===== src/rtl/riscv_pkg.sv =====
// Shared RV32I definitions: opcode selector values, NOP encoding, default reset PC and the
// fetch FSM state type. Optional feature macro: FETCH_MISALIGN_CHECK_EN adds the trap state.
package riscv_pkg;

  // instr[6:2] selector values seen by the control unit
  localparam logic [4:0] OPC_LOAD   = 5'b00000;
  localparam logic [4:0] OPC_OP_IMM = 5'b00100;
  localparam logic [4:0] OPC_STORE  = 5'b01000;
  localparam logic [4:0] OPC_BRANCH = 5'b11000;
  localparam logic [4:0] OPC_LUI    = 5'b01101;
  localparam logic [4:0] OPC_JAL    = 5'b11011;

  // addi x0, x0, 0
  localparam logic [31:0] NOP_INSTR = 32'h0000_0013;

  localparam logic [31:0] DEFAULT_RESET_PC = 32'h0000_0000;

  typedef enum logic [1:0] {
    StFetch,
    StWait,
    StHold
`ifdef FETCH_MISALIGN_CHECK_EN
    , StTrap
`endif
  } fetch_state_e;

endpackage


===== src/rtl/pc_next_sel.sv =====
// Next-PC selection for the fetch stage: sequential pc+4 or the datapath target.
// The target is always word-aligned on output; misalign reports a taken target whose low
// bits were nonzero so the caller can decide whether to trap.
module pc_next_sel #(
  parameter int unsigned XLEN = 32
) (
  input  logic [XLEN-1:0] pc,
  input  logic            pc_src,
  input  logic [XLEN-1:0] target,
  output logic [XLEN-1:0] next_pc,
  output logic [XLEN-1:0] pc_plus4,
  output logic            misalign
);

  // Select the next PC; the add wraps naturally at 2^XLEN
  always_comb begin
    pc_plus4 = pc + XLEN'(4);
    next_pc  = pc_src ? {target[XLEN-1:2], 2'b00} : pc_plus4;
    misalign = pc_src && (target[1:0] != 2'b00);
  end

endmodule


===== src/rtl/fetch_unit.sv =====
// Instruction fetch stage: holds the PC, performs one request/valid read per instruction and
// presents the latched word until the core retires it.
// Optional feature macro: FETCH_MISALIGN_CHECK_EN (trap on a misaligned taken target).
module fetch_unit
  import riscv_pkg::*;
#(
  parameter int unsigned     XLEN     = 32,
  parameter logic [XLEN-1:0] RESET_PC = XLEN'(DEFAULT_RESET_PC)
) (
  input  logic            clk,
  input  logic            rst_n,
  output logic            imem_req,
  output logic [XLEN-1:0] imem_addr,
  input  logic            imem_ready,
  input  logic            imem_rvalid,
  input  logic [XLEN-1:0] imem_rdata,
  input  logic            pc_src,
  input  logic [XLEN-1:0] target,
  input  logic            retire,
  output logic [XLEN-1:0] instr,
  output logic            instr_valid,
  output logic [4:0]      selector,
  output logic [XLEN-1:0] pc,
  output logic [XLEN-1:0] pc_plus4,
  output logic            misalign_err
);

  fetch_state_e    state_q;
  logic [XLEN-1:0] pc_q;
  logic [XLEN-1:0] instr_q;
  logic            instr_valid_q;
  logic [XLEN-1:0] next_pc;
  logic            misalign;

  pc_next_sel #(
    .XLEN(XLEN)
  ) u_pc_next_sel (
    .pc      (pc_q),
    .pc_src  (pc_src),
    .target  (target),
    .next_pc (next_pc),
    .pc_plus4(pc_plus4),
    .misalign(misalign)
  );

`ifdef FETCH_MISALIGN_CHECK_EN
  logic misalign_err_q;
`else
  logic unused_misalign;
  assign unused_misalign = misalign;
`endif

  // Fetch FSM: request, wait for data, hold until retire
  always_ff @(posedge clk or negedge rst_n) begin
    if (!rst_n) begin
      state_q       <= StFetch;
      pc_q          <= RESET_PC;
      instr_q       <= XLEN'(NOP_INSTR);
      instr_valid_q <= 1'b0;
`ifdef FETCH_MISALIGN_CHECK_EN
      misalign_err_q <= 1'b0;
`endif
    end else begin
      case (state_q)
        StFetch: begin
          if (imem_ready) state_q <= StWait;
        end
        StWait: begin
          if (imem_rvalid) begin
            instr_q       <= imem_rdata;
            instr_valid_q <= 1'b1;
            state_q       <= StHold;
          end
        end
        StHold: begin
          if (retire) begin
            instr_valid_q <= 1'b0;
`ifdef FETCH_MISALIGN_CHECK_EN
            if (misalign) begin
              // PC is frozen at the offending instruction; only reset recovers
              misalign_err_q <= 1'b1;
              state_q        <= StTrap;
            end else begin
              pc_q    <= next_pc;
              state_q <= StFetch;
            end
`else
            pc_q    <= next_pc;
            state_q <= StFetch;
`endif
          end
        end
`ifdef FETCH_MISALIGN_CHECK_EN
        StTrap: begin
          state_q <= StTrap;
        end
`endif
        default: state_q <= StFetch;
      endcase
    end
  end

  // Request is held low while reset is asserted even though the state already reads FETCH
  always_comb begin
    imem_req    = rst_n && (state_q == StFetch);
    imem_addr   = pc_q;
    instr       = instr_q;
    instr_valid = instr_valid_q;
    selector    = instr_q[6:2];
    pc          = pc_q;
`ifdef FETCH_MISALIGN_CHECK_EN
    misalign_err = misalign_err_q;
`else
    misalign_err = 1'b0;
`endif
  end

endmodule


===== config.mk =====
export PLATFORM = sky130hd
export DESIGN_NAME = fetch_unit
export DESIGN_NICKNAME = d
export VERILOG_FILES = /design/src/rtl/riscv_pkg.sv /design/src/rtl/pc_next_sel.sv /design/src/rtl/fetch_unit.sv
export SDC_FILE = /design/constraint.sdc
export NUM_CORES = 1
export LEC_CHECK = 0
export BUFFER_PORTS_ARGS = -buffer_cell sky130_fd_sc_hd__buf_2
export CORE_MARGIN = 1.5
export CORE_UTILIZATION = 38
export DETAILED_ROUTE_END_ITERATION = 12
export PLACE_DENSITY_LB_ADDON = 0.25
export SYNTH_ARGS = -nofsm -noshare
export SYNTH_HDL_FRONTEND = slang
export SYNTH_HIERARCHICAL = 1
export SYNTH_SLANG_ARGS = --single-unit

===== constraint.sdc =====
create_clock -name clk -period 3.1 [get_ports clk]
set_clock_uncertainty 0.05 [all_clocks]
set_input_delay 0.155 -clock clk [delete_from_list [all_inputs] [get_ports clk]]
set_output_delay 0.155 -clock clk [all_outputs]
set_load 0.02 [all_outputs]

==> results.md, run 1 <==
- Outcome: complete, no violations
- Clock network power share: 15.5%
- DP HPWL: 7698 um
- First-pass GRT wire length: roughly 17000 um
- Total iterations of the first detailed-routing run: 4
- Max Root-Sink Buffers: 2
- Starting Density: 39.36%
- Chip height: roughly 110 um
- GRT Util Overall: 18.69%
- WS Path Type: reg2out
- Core Area: 10370 um^2
- F_max: between 0.3 and 0.4 GHz
- # Post-CTS Setup Buffers: 0
- Psw: ~0.0027 W
- Finished layout cell area: 5410 um^2
- P_int: approximately 0.0031 W
- CP Launch Type: register
- Minimum hold slack: between 0.015 and 0.02 ns
- Final period utilization: between 90% and 100%
- Worst slew margin: a little under a quarter
- Total global routing overflow: 0
- Drt via density: 4.986
- Mapped Cells: roughly 360
- Setup TNS: 0 ns
- Fin. Hold Viols: 0
- Syn_area_per_cell: 11.27 um^2
- Routed wire length: ~11000 um
- Worst slew pin tran: 1.142 ns
- IO Count: ~210
- Drt drc: 0
- Root cell of the clock tree: clkbuf_8
- Critical path required time: roughly 2.9 ns
- Worst Hold Class: in2reg
- DIE AREA: ~11000 um^2
- Combinational group share of total power: a little over half
- Flop pwr share: between 30% and 40%
- Nets: approximately 620
- Static leakage: 2.732 nW
- Yosys warns: 6
- Layout cells sized above 1: roughly 56%
- Chip Width: 106.6 um
- Finish-stage setup viols: 0
- Placed cell area: around 4900 um^2
- N_diodes: 0
- Largest net degree at the start of global routing: 42
- Antenna violations before repair: 0
- CP arrival: between 2 and 3 ns
- Vias: roughly 3500
- Max Slew Vio Count: 0
- Crit-path max FO: 8
- Clk slew on worst S/H paths: 0.08 ns
- Peak VDD IR: approximately 0.56 mV
- 1st-iter DRT viols: roughly 110
- Slowest CP cell: or4_1
- Register area: 1680 um^2
- CTS Sinks: 67
- RePlAce Congestion: between 0.7 and 0.8
- CTS Buf Count: 9
- H-tree levels: 3
- Synthesized Nets: approximately 430
- Area Overhead vs Synth: 32.56%
- Crit. End Element: output pin
- WL/cell: ~15 um
- TritonCTS clock tree: yes
- Crit-path cells: nand4_1 > or4_1 > or4_1 > nand2_1 > buf_2
- Row Count: 37
- Unrepaired setup endpoints after global routing: no
- Final min period: between 2 and 3 ns
- Post-Syn Area: approximately 4100 um^2
- Vias in the first global route: 3338
- Most frequent CP cell: or4_1
- Clock Latency Late Sink: ~0.34 ns
- Final ANT Viol Nets: 0
- Power Density: 1087 nW/um^2
- Max-Cap Viols: 0
- Fillers: between 900 and 1000
- Max incr delay on CP: ~0.63 ns
- Area of the multi-input gates: between 1500 and 2000 um^2
- I/O Buffers: a little over 200
- Sw Share: approximately 47%
## power groups by stage
stage | Clock (W) | Combinational, W | Sequential, W
floorplan | 0 | 0.00193 | 0.00224
global placement | 0 | 0.00311 | 0.00181
detailed placement | 0 | 0.00313 | 0.00186
CTS | 0.000933 | 0.00316 | 0.00184
global route | 0.000983 | 0.00335 | 0.00192
finish | 0.000911 | 0.00314 | 0.00184
## worst max-delay path: cells and delay by family, from the launching register on
kind	cells	cell delay, ns
buf+inv	1	0.17
flops	1	0.51
simple gates	4	1.57
## registers in the layout, indices dropped and copies added, names as in the netlist
register	flops
state_q	2
instr_valid	1
imem_addr	32
instr	32
## worst paths after layout
path | from | to | slack, ns | cells after the start
min | imem_rdata[9] | instr[9] | 0.02 | 2
max | imem_addr[6] | pc_plus4[25] | 0.31 | 5
min reg2reg | instr[27] | instr[27] | 0.45 | 1
min in group asynchronous | rst_n | instr[8] | 0.23 | 2
max reg2reg | imem_addr[2] | imem_addr[16] | 0.60 | 6
max in group asynchronous | rst_n | instr[1] | 1.88 | 3
## area by class of cell
class / instances / share of cell area (%)
Clock buffer: 9 / 2.290
Multi-Input combinational cell: 233 / 36.01
Sequential cell: 67 / 31.06
Clock inverter: 7 / 2.290
Inverter: 6 / 0.4163
Tap cell: 136 / 3.145
Timing Repair Buffer: 236 / 24.79
## what timing repair did
item	4_1_cts	5_1_grt
resized for setup	0	0
hold buffers	28	1
endpoints found under the hold margin	53	1
setup endpoints to repair	0	0
## metal layers
metal,wire length (um),part of all wire (%),track usage [%],vias up
met5,0,0,0,-
met4,124,1.2,5.143,0
met3,802,7.5,4.559,11
met2,5172,48,32.05,151
met1,4584,43,23.40,1653
li1,-,-,-,1645
## cell usage in the layout, fill, tap and decap left out, types with 6 or more instances in the layout
master         count
clkbuf_8           9
buf_2            201
mux2_4            30
xor2_1             7
nor2b_1            6
buf_4              6
mux2_2            49
nor2_1            19
a31oi_1           10
nand3_1           10
or4_1              6
dlygate4sd3_1     29
dfrtp_1           64
nor4_1             8
xnor2_1           11
nand2_1           25
nand4_1           10
## metrics by stage
step,setup slack (ns),total power [W],cells,util (%)
2_1_floorplan,0.5697,0.004173,362,-
3_3_place_gp,0.6507,0.004923,649,46.98
3_5_place_dp,0.6143,0.004986,649,46.98
4_1_cts,0.2740,0.005938,693,52.08
5_1_grt,0.09255,0.006247,694,52.17
6_report,0.3088,0.005883,694,52.17
No activity file was read; power rests on OpenSTA's default activity.
==> run 2: changes to the inputs <==
--- a/config.mk
+++ b/config.mk
@@ -9,7 +9,9 @@
 export CORE_MARGIN = 1.5
 export CORE_UTILIZATION = 38
 export DETAILED_ROUTE_END_ITERATION = 12
+export HOLD_SLACK_MARGIN = 0.06
 export PLACE_DENSITY_LB_ADDON = 0.25
+export REMOVE_ABC_BUFFERS = 1
 export SYNTH_ARGS = -nofsm -noshare
 export SYNTH_HDL_FRONTEND = slang
 export SYNTH_HIERARCHICAL = 1
==> run 2 against run 1 <==
Cell area up 0.83%. Global-route usage up 0.096 points. Largest power group unchanged. Sequential share of layout area fell by 0.26 points. Hold slack improved by 0.096 ns. Clock power fell by 9.3%.
==> results.md, run 2 (same netlist as run 1, synthesis figures left out) <==
- Total global routing overflow: 0 (unchanged)
- First-pass GRT wire length: 16840 um (was 16580 um)
- CP Launch Type: register (unchanged)
- CTS Sinks: 67 (unchanged)
- Met2 usage: 31.78% (was 32.05%)
- Max-Cap Viols: 0 (unchanged)
- WL/cell: 15.36 um (was 15.39 um)
- GRT Util Overall: 18.79% (was 18.69%)
- Fin. Hold Viols: 0 (unchanged)
- Core Area: 10370 um^2 (unchanged)
- Vias in the first global route: 3304 (was 3338)
- Starting Density: 39.36% (unchanged)
- Crit. End Element: output pin (unchanged)
- H-tree levels: 3 (unchanged)
- Critical path required time: 2.89 ns (about the same)
- N_diodes: 0 (unchanged)
- Largest net degree at the start of global routing: 36 (was 42)
- Drt drc: 0 (unchanged)
- Fillers: 914 (was 929)
- Outcome: complete, no violations (unchanged)
- 1st-iter DRT viols: 243 (was 114)
- Chip Width: 106.6 um (unchanged)
- Final min period: 2.792 ns (was 2.791 ns)
- # hold bufs at CTS: 35 (was 28)
- Setup TNS: 0 ns (unchanged)
- RePlAce Congestion: 0.7817 (was 0.7532)
- Nets: 631 (was 624)
- Most common cell after layout, fill and taps aside: buf_2 (unchanged)
- Power Density: 1064 nW/um^2 (was 1087 nW/um^2)
- Area Overhead vs Synth: 33.66% (was 32.56%)
- Total iterations of the first detailed-routing run: 4 (unchanged)
- Vias: 3433 (was 3460)
- Minimum hold slack: 0.1132 ns (was 0.01707 ns)
- Chip height: 106.6 um (unchanged)
- Final period utilization: 90.07% (was 90.04%)
- WS Path Type: reg2out (unchanged)
- Worst Hold Class: in2reg (unchanged)
- Final ANT Viol Nets: 0 (unchanged)
- Row Count: 37 (unchanged)
- # Post-CTS Setup Buffers: 0 (unchanged)
- Drt via density: 4.897 (was 4.986)
- DIE AREA: 11370 um^2 (unchanged)
- Clk slew on worst S/H paths: 0.08 ns (about the same)
- CTS Buf Count: 9 (unchanged)
- DP HPWL: 7525 um (was 7698 um)
- Post-route insts no fill: 701 (was 694)
- Clock Latency Late Sink: 0.34 ns (about the same)
- Crit-path max FO: 8 (unchanged)
- Unrepaired setup endpoints after global routing: no (unchanged)
- Worst slew margin: 51.24% (was 23.86%)
- Max Root-Sink Buffers: 2 (unchanged)
- IO Count: 206 (unchanged)
- Routed wire length: 10770 um (was 10680 um)
- F_max: 0.3581 GHz (was 0.3583 GHz)
- GRT Max-Usage Layer: met2 (unchanged)
- Highest-count cells in the layout ignoring fill and taps: buf_2 (201), dfrtp_1 (64), mux2_2 (49) (unchanged)
- Static leakage: 2.757 nW (was 2.732 nW)
- Cells after DPL: 650 (was 649)
- Met3 Use GR: 4.985% (was 4.559%)
- CP arrival: 2.59 ns (about the same)
- Worst slew pin tran: 0.7288 ns (was 1.142 ns)
- End-of-flow core utilization: 52.61% (was 52.17%)
- Antenna violations before repair: 1 (was 0)
- GRT met1 Usage: 23.53% (was 23.40%)
- Max Slew Vio Count: 0 (unchanged)
- Post-cts sizing count: 0 (unchanged)
- Finish-stage setup viols: 0 (unchanged)
- Layout cells sized above 1: 55.58% (was 56.09%)
- Root cell of the clock tree: clkbuf_8 (unchanged)
- I/O Buffers: 202 (unchanged)
- TritonCTS clock tree: yes (unchanged)
- Peak VDD IR: 0.5876 mV (was 0.5649 mV)
-- run 2: cell types whose count changed in the layout (fill, tap and decap cells not counted) --
cell / delta
inv_6: -1
buf_4: +1
clkinv_2: +2
dlygate4sd3_1: +6
clkinvlp_4: -1
bufinv_16: -1
clkbuf_8: +1
-- run 2: worst paths after layout --
path | startpoint | to | slack (ns) | cells past startpoint
max in group asynchronous | rst_n | imem_addr[29] | 1.89 | 3
worst min register to register | instr[25] | instr[25] | 0.45 | 1
worst max-delay path | imem_addr[6] | pc_plus4[23] | 0.31 | 5
worst max register to register | imem_addr[6] | imem_addr[24] | 0.66 | 5
worst min-delay path | target[2] | imem_addr[2] | 0.11 | 4
min in group asynchronous | rst_n | instr[28] | 0.27 | 2
-- run 2: report_power, final --
group	switching (W)	total, W	leakage [nW]	internal [W]
logic	0.00184	0.00315	1.84	0.00131
registers	0.000523	0.00183	0.803	0.00130
clock network	0.000349	0.000826	0.117	0.000476
-- run 2: area by class of cell --
class	count	area [um^2]	share of cell area [%]
timing repair buffer	243	1409	25.83
sequential	67	1680	30.80
tap	136	170.2	3.119
inverter	6	22.52	0.4128
clock buffer	10	137.6	2.523
multi-input combinational	233	1948	35.71
clock inverter	6	87.58	1.606
-- run 2: critical path: stages (launching register included) --
cell	delay, ns
dfrtp_1	0.48
nand4_1	0.31
or4_1	0.66
or4_1	0.55
nand2_1	0.09
buf_2	0.17
-- run 2: per-layer routing --
layer	up-vias	wire length (um)
li1	1655	-
met1	1612	4681
met2	156	5056
met3	10	924
met4	0	108
met5	-	0
-- run 2: per-stage QoR --
step	power (W)	instance area [um^2]	setup WS, ns
floorplan	0.003817	3651	0.4217
global placement	0.004915	4880	0.6731
detailed placement	0.004967	4880	0.6424
CTS	0.005848	5455	0.2617
global route	0.006173	5455	0.1191
finish	0.005803	5455	0.3079
==> run 3: changes to the inputs <==
--- a/config.mk
+++ b/config.mk
@@ -9,6 +9,7 @@
 export CORE_MARGIN = 1.5
 export CORE_UTILIZATION = 38
 export DETAILED_ROUTE_END_ITERATION = 12
+export GPL_TIMING_DRIVEN = 1
 export HOLD_SLACK_MARGIN = 0.06
 export PLACE_DENSITY_LB_ADDON = 0.25
 export REMOVE_ABC_BUFFERS = 1
==> constraint.sdc (replaced) <==
create_clock -name clk -period 3.2 [get_ports clk]
set_clock_uncertainty 0.05 [all_clocks]
set_input_delay 0.16 -clock clk [delete_from_list [all_inputs] [get_ports clk]]
set_output_delay 0.16 -clock clk [all_outputs]
set_load 0.02 [all_outputs]
==> run 3 against run 2 <==
Sequential share of layout area decreased by 0.13 points. Critical endpoint is now pc_plus4[20]. Hold slack worse by 0.013 ns. Total power is 1.6% lower. Critical path depth rose by 1. Largest power group unchanged.
==> results.md, run 3 (same netlist as run 1, synthesis figures left out) <==
- Worst-case reg-to-reg path depth: 6 (was 5)
- Vias in the first global route: 3395 (was 3304)
- Minimum hold slack: 0.1003 ns (was 0.1132 ns)
- Reg-to-Reg Start: imem_addr[2] (was imem_addr[6])
- Clock Latency Late Sink: 0.34 ns (about the same)
- WS Path Type: reg2out (unchanged)
- Worst slew margin: 42.01% (was 51.24%)
- Unrepaired setup endpoints after global routing: no (unchanged)
- CP Launch Type: register (unchanged)
- Flop2flop setup slack: 0.58 ns (was 0.66 ns)
- Area Overhead vs Synth: 34.24% (was 33.66%)
- Chip Width: 106.6 um (unchanged)
- Max incr delay on CP: 0.65 ns (was 0.66 ns)
- Antenna violations before repair: 1 (unchanged)
- Critical Path End: pc_plus4[20] (was pc_plus4[23])
- Crit. End Element: output pin (unchanged)
- Static leakage: 2.764 nW (was 2.757 nW)
- Core Area: 10370 um^2 (unchanged)
- Worst slack, placed: 0.5812 ns (was 0.6424 ns)
- Finish-stage setup viols: 0 (unchanged)
- First-pass GRT wire length: 17600 um (was 16840 um)
- Post-cts sizing count: 0 (unchanged)
- F_max: between 0.3 and 0.4 GHz
- WL/cell: 15.84 um (was 15.36 um)
- Max-Cap Viols: 0 (unchanged)
- CTS Buf Count: 9 (unchanged)
- Drt drc: 0 (unchanged)
- Slowest CP cell: or4_1 (unchanged)
- DIE AREA: 11370 um^2 (unchanged)
- Worst Slack Setup Final: 0.3570 ns (was 0.3079 ns)
- Total global routing overflow: 0 (unchanged)
- N_diodes: 0 (unchanged)
- Max Root-Sink Buffers: 2 (unchanged)
- Worst Hold Class: in2reg (unchanged)
- Total iterations of the first detailed-routing run: 7 (was 4)
- Vias: 3463 (was 3433)
- Fin. Hold Viols: 0 (unchanged)
- Setup TNS: 0 ns (unchanged)
- Routed wire length: 11110 um (was 10770 um)
- CP arrival: 2.63 ns (was 2.59 ns)
- Largest net degree at the start of global routing: 68 (was 36)
- Starting Density: 39.36% (unchanged)
- Crit-path cells: ha_1 > nand3_1 > or4_1 > or3_1 > nand2_1 > buf_2 (was nand4_1 > or4_1 > or4_1 > nand2_1 > buf_2)
- Most common cell after layout, fill and taps aside: buf_2 (unchanged)
- Final period utilization: 88.84%
- Max Slew Vio Count: 0 (unchanged)
- DP HPWL: 7625 um (was 7525 um)
- IO Count: 206 (unchanged)
- TritonCTS clock tree: yes (unchanged)
- Layout cells sized above 1: 55.58% (unchanged)
- Highest-count cells in the layout ignoring fill and taps: buf_2 (201), dfrtp_1 (64), mux2_2 (49) (unchanged)
- Power Density: 1042 nW/um^2 (was 1064 nW/um^2)
- RePlAce Congestion: 0.7800 (was 0.7817)
- Root cell of the clock tree: clkbuf_8 (unchanged)
- Final ANT Viol Nets: 0 (unchanged)
- Chip height: 106.6 um (unchanged)
- Peak VDD IR: 0.4806 mV (was 0.5876 mV)
- Nets: 631 (unchanged)
- Row Count: 37 (unchanged)
- 1st-iter DRT viols: 168 (was 243)
- Crit-path max FO: 9 (was 8)
- Drt via density: 4.940 (was 4.897)
- I/O Buffers: 202 (unchanged)
- Clk slew on worst S/H paths: 0.07 ns (was 0.08 ns)
- Final min period: roughly 2.8 ns
- Hold Path Depth: 4 (unchanged)
- RR Endpoint: imem_addr[30] (was imem_addr[24])
- H-tree levels: 3 (unchanged)
- CTS Sinks: 67 (unchanged)
- Worst slew pin tran: 0.8698 ns (was 0.7288 ns)
- Crit. Startpoint: imem_addr[2] (was imem_addr[6])
- GRT Util Overall: 19.62% (was 18.79%)
- Critical path required time: 2.99 ns (was 2.89 ns)
- Outcome: complete, no violations (unchanged)
[run 3: cell types whose count changed in the layout (fill, tap and decap cells not counted)]
cell and delta:
clkinv_4 -1, clkinvlp_4 +1, bufinv_16 +1, clkinv_2 -1
[run 3: area by class of cell]
cell class | instances | area, um^2
Inverter | 6 | 22.52
Fill cell | 972 | 4891
Clock buffer | 10 | 137.6
Timing Repair Buffer | 243 | 1409
Sequential cell | 67 | 1680
Clock inverter | 6 | 111.4
Multi-Input combinational cell | 233 | 1948
Tap cell | 136 | 170.2
[run 3: timing repair]
action,CTS,global route
setup buffers,0,0
hold buffers,35,0
hold endpoints to repair,98,0
endpoints found under the setup margin,0,0
[run 3: critical path, delay by kind of cell, from the launching register on]
| family | cells | cell delay (ns) |
|---|---|---|
| adder cells (fa/ha/maj) | 1 | 0.25 |
| AND/OR/NAND/NOR | 4 | 1.42 |
| flip-flops | 1 | 0.48 |
| buffers and inverters | 1 | 0.15 |
[run 3: worst min-delay path by stage]
stage,slack (ns),end,from
after floorplan,-0.19,imem_addr[0],rst_n
after global placement,0.32,state_q[1],retire
after detailed placement,0.32,state_q[1],retire
after CTS,0.08,state_q[0],imem_rvalid
after global routing,0.10,imem_addr[11],target[11]
final,0.10,state_q[0],imem_rvalid
[run 3: per-stage QoR]
stage	cells	util (%)	cell area, um^2	power (W)
floorplan	306	-	3651	0.003698
global placement	650	47.06	4880	0.004768
detailed placement	650	47.06	4880	0.004822
finish	701	52.84	5479	0.005712
CTS	701	52.84	5479	0.005760
global route	701	52.84	5479	0.006078
[run 3: per-layer routing]
metal	vias to the layer above	share of wire, %	global-route usage [%]
li1	1655	-	-
met1	1643	43	24.63
met2	155	47	33.38
met3	10	8.2	5.653
met4	0	0.87	4.476
met5	-	0	0
[run 3: power breakdown]
part	internal [W]	switching, W	total (W)
sequential	0.00126	0.000506	0.00177
clock	0.000540	0.000343	0.000883
combinational	0.00127	0.00179	0.00306
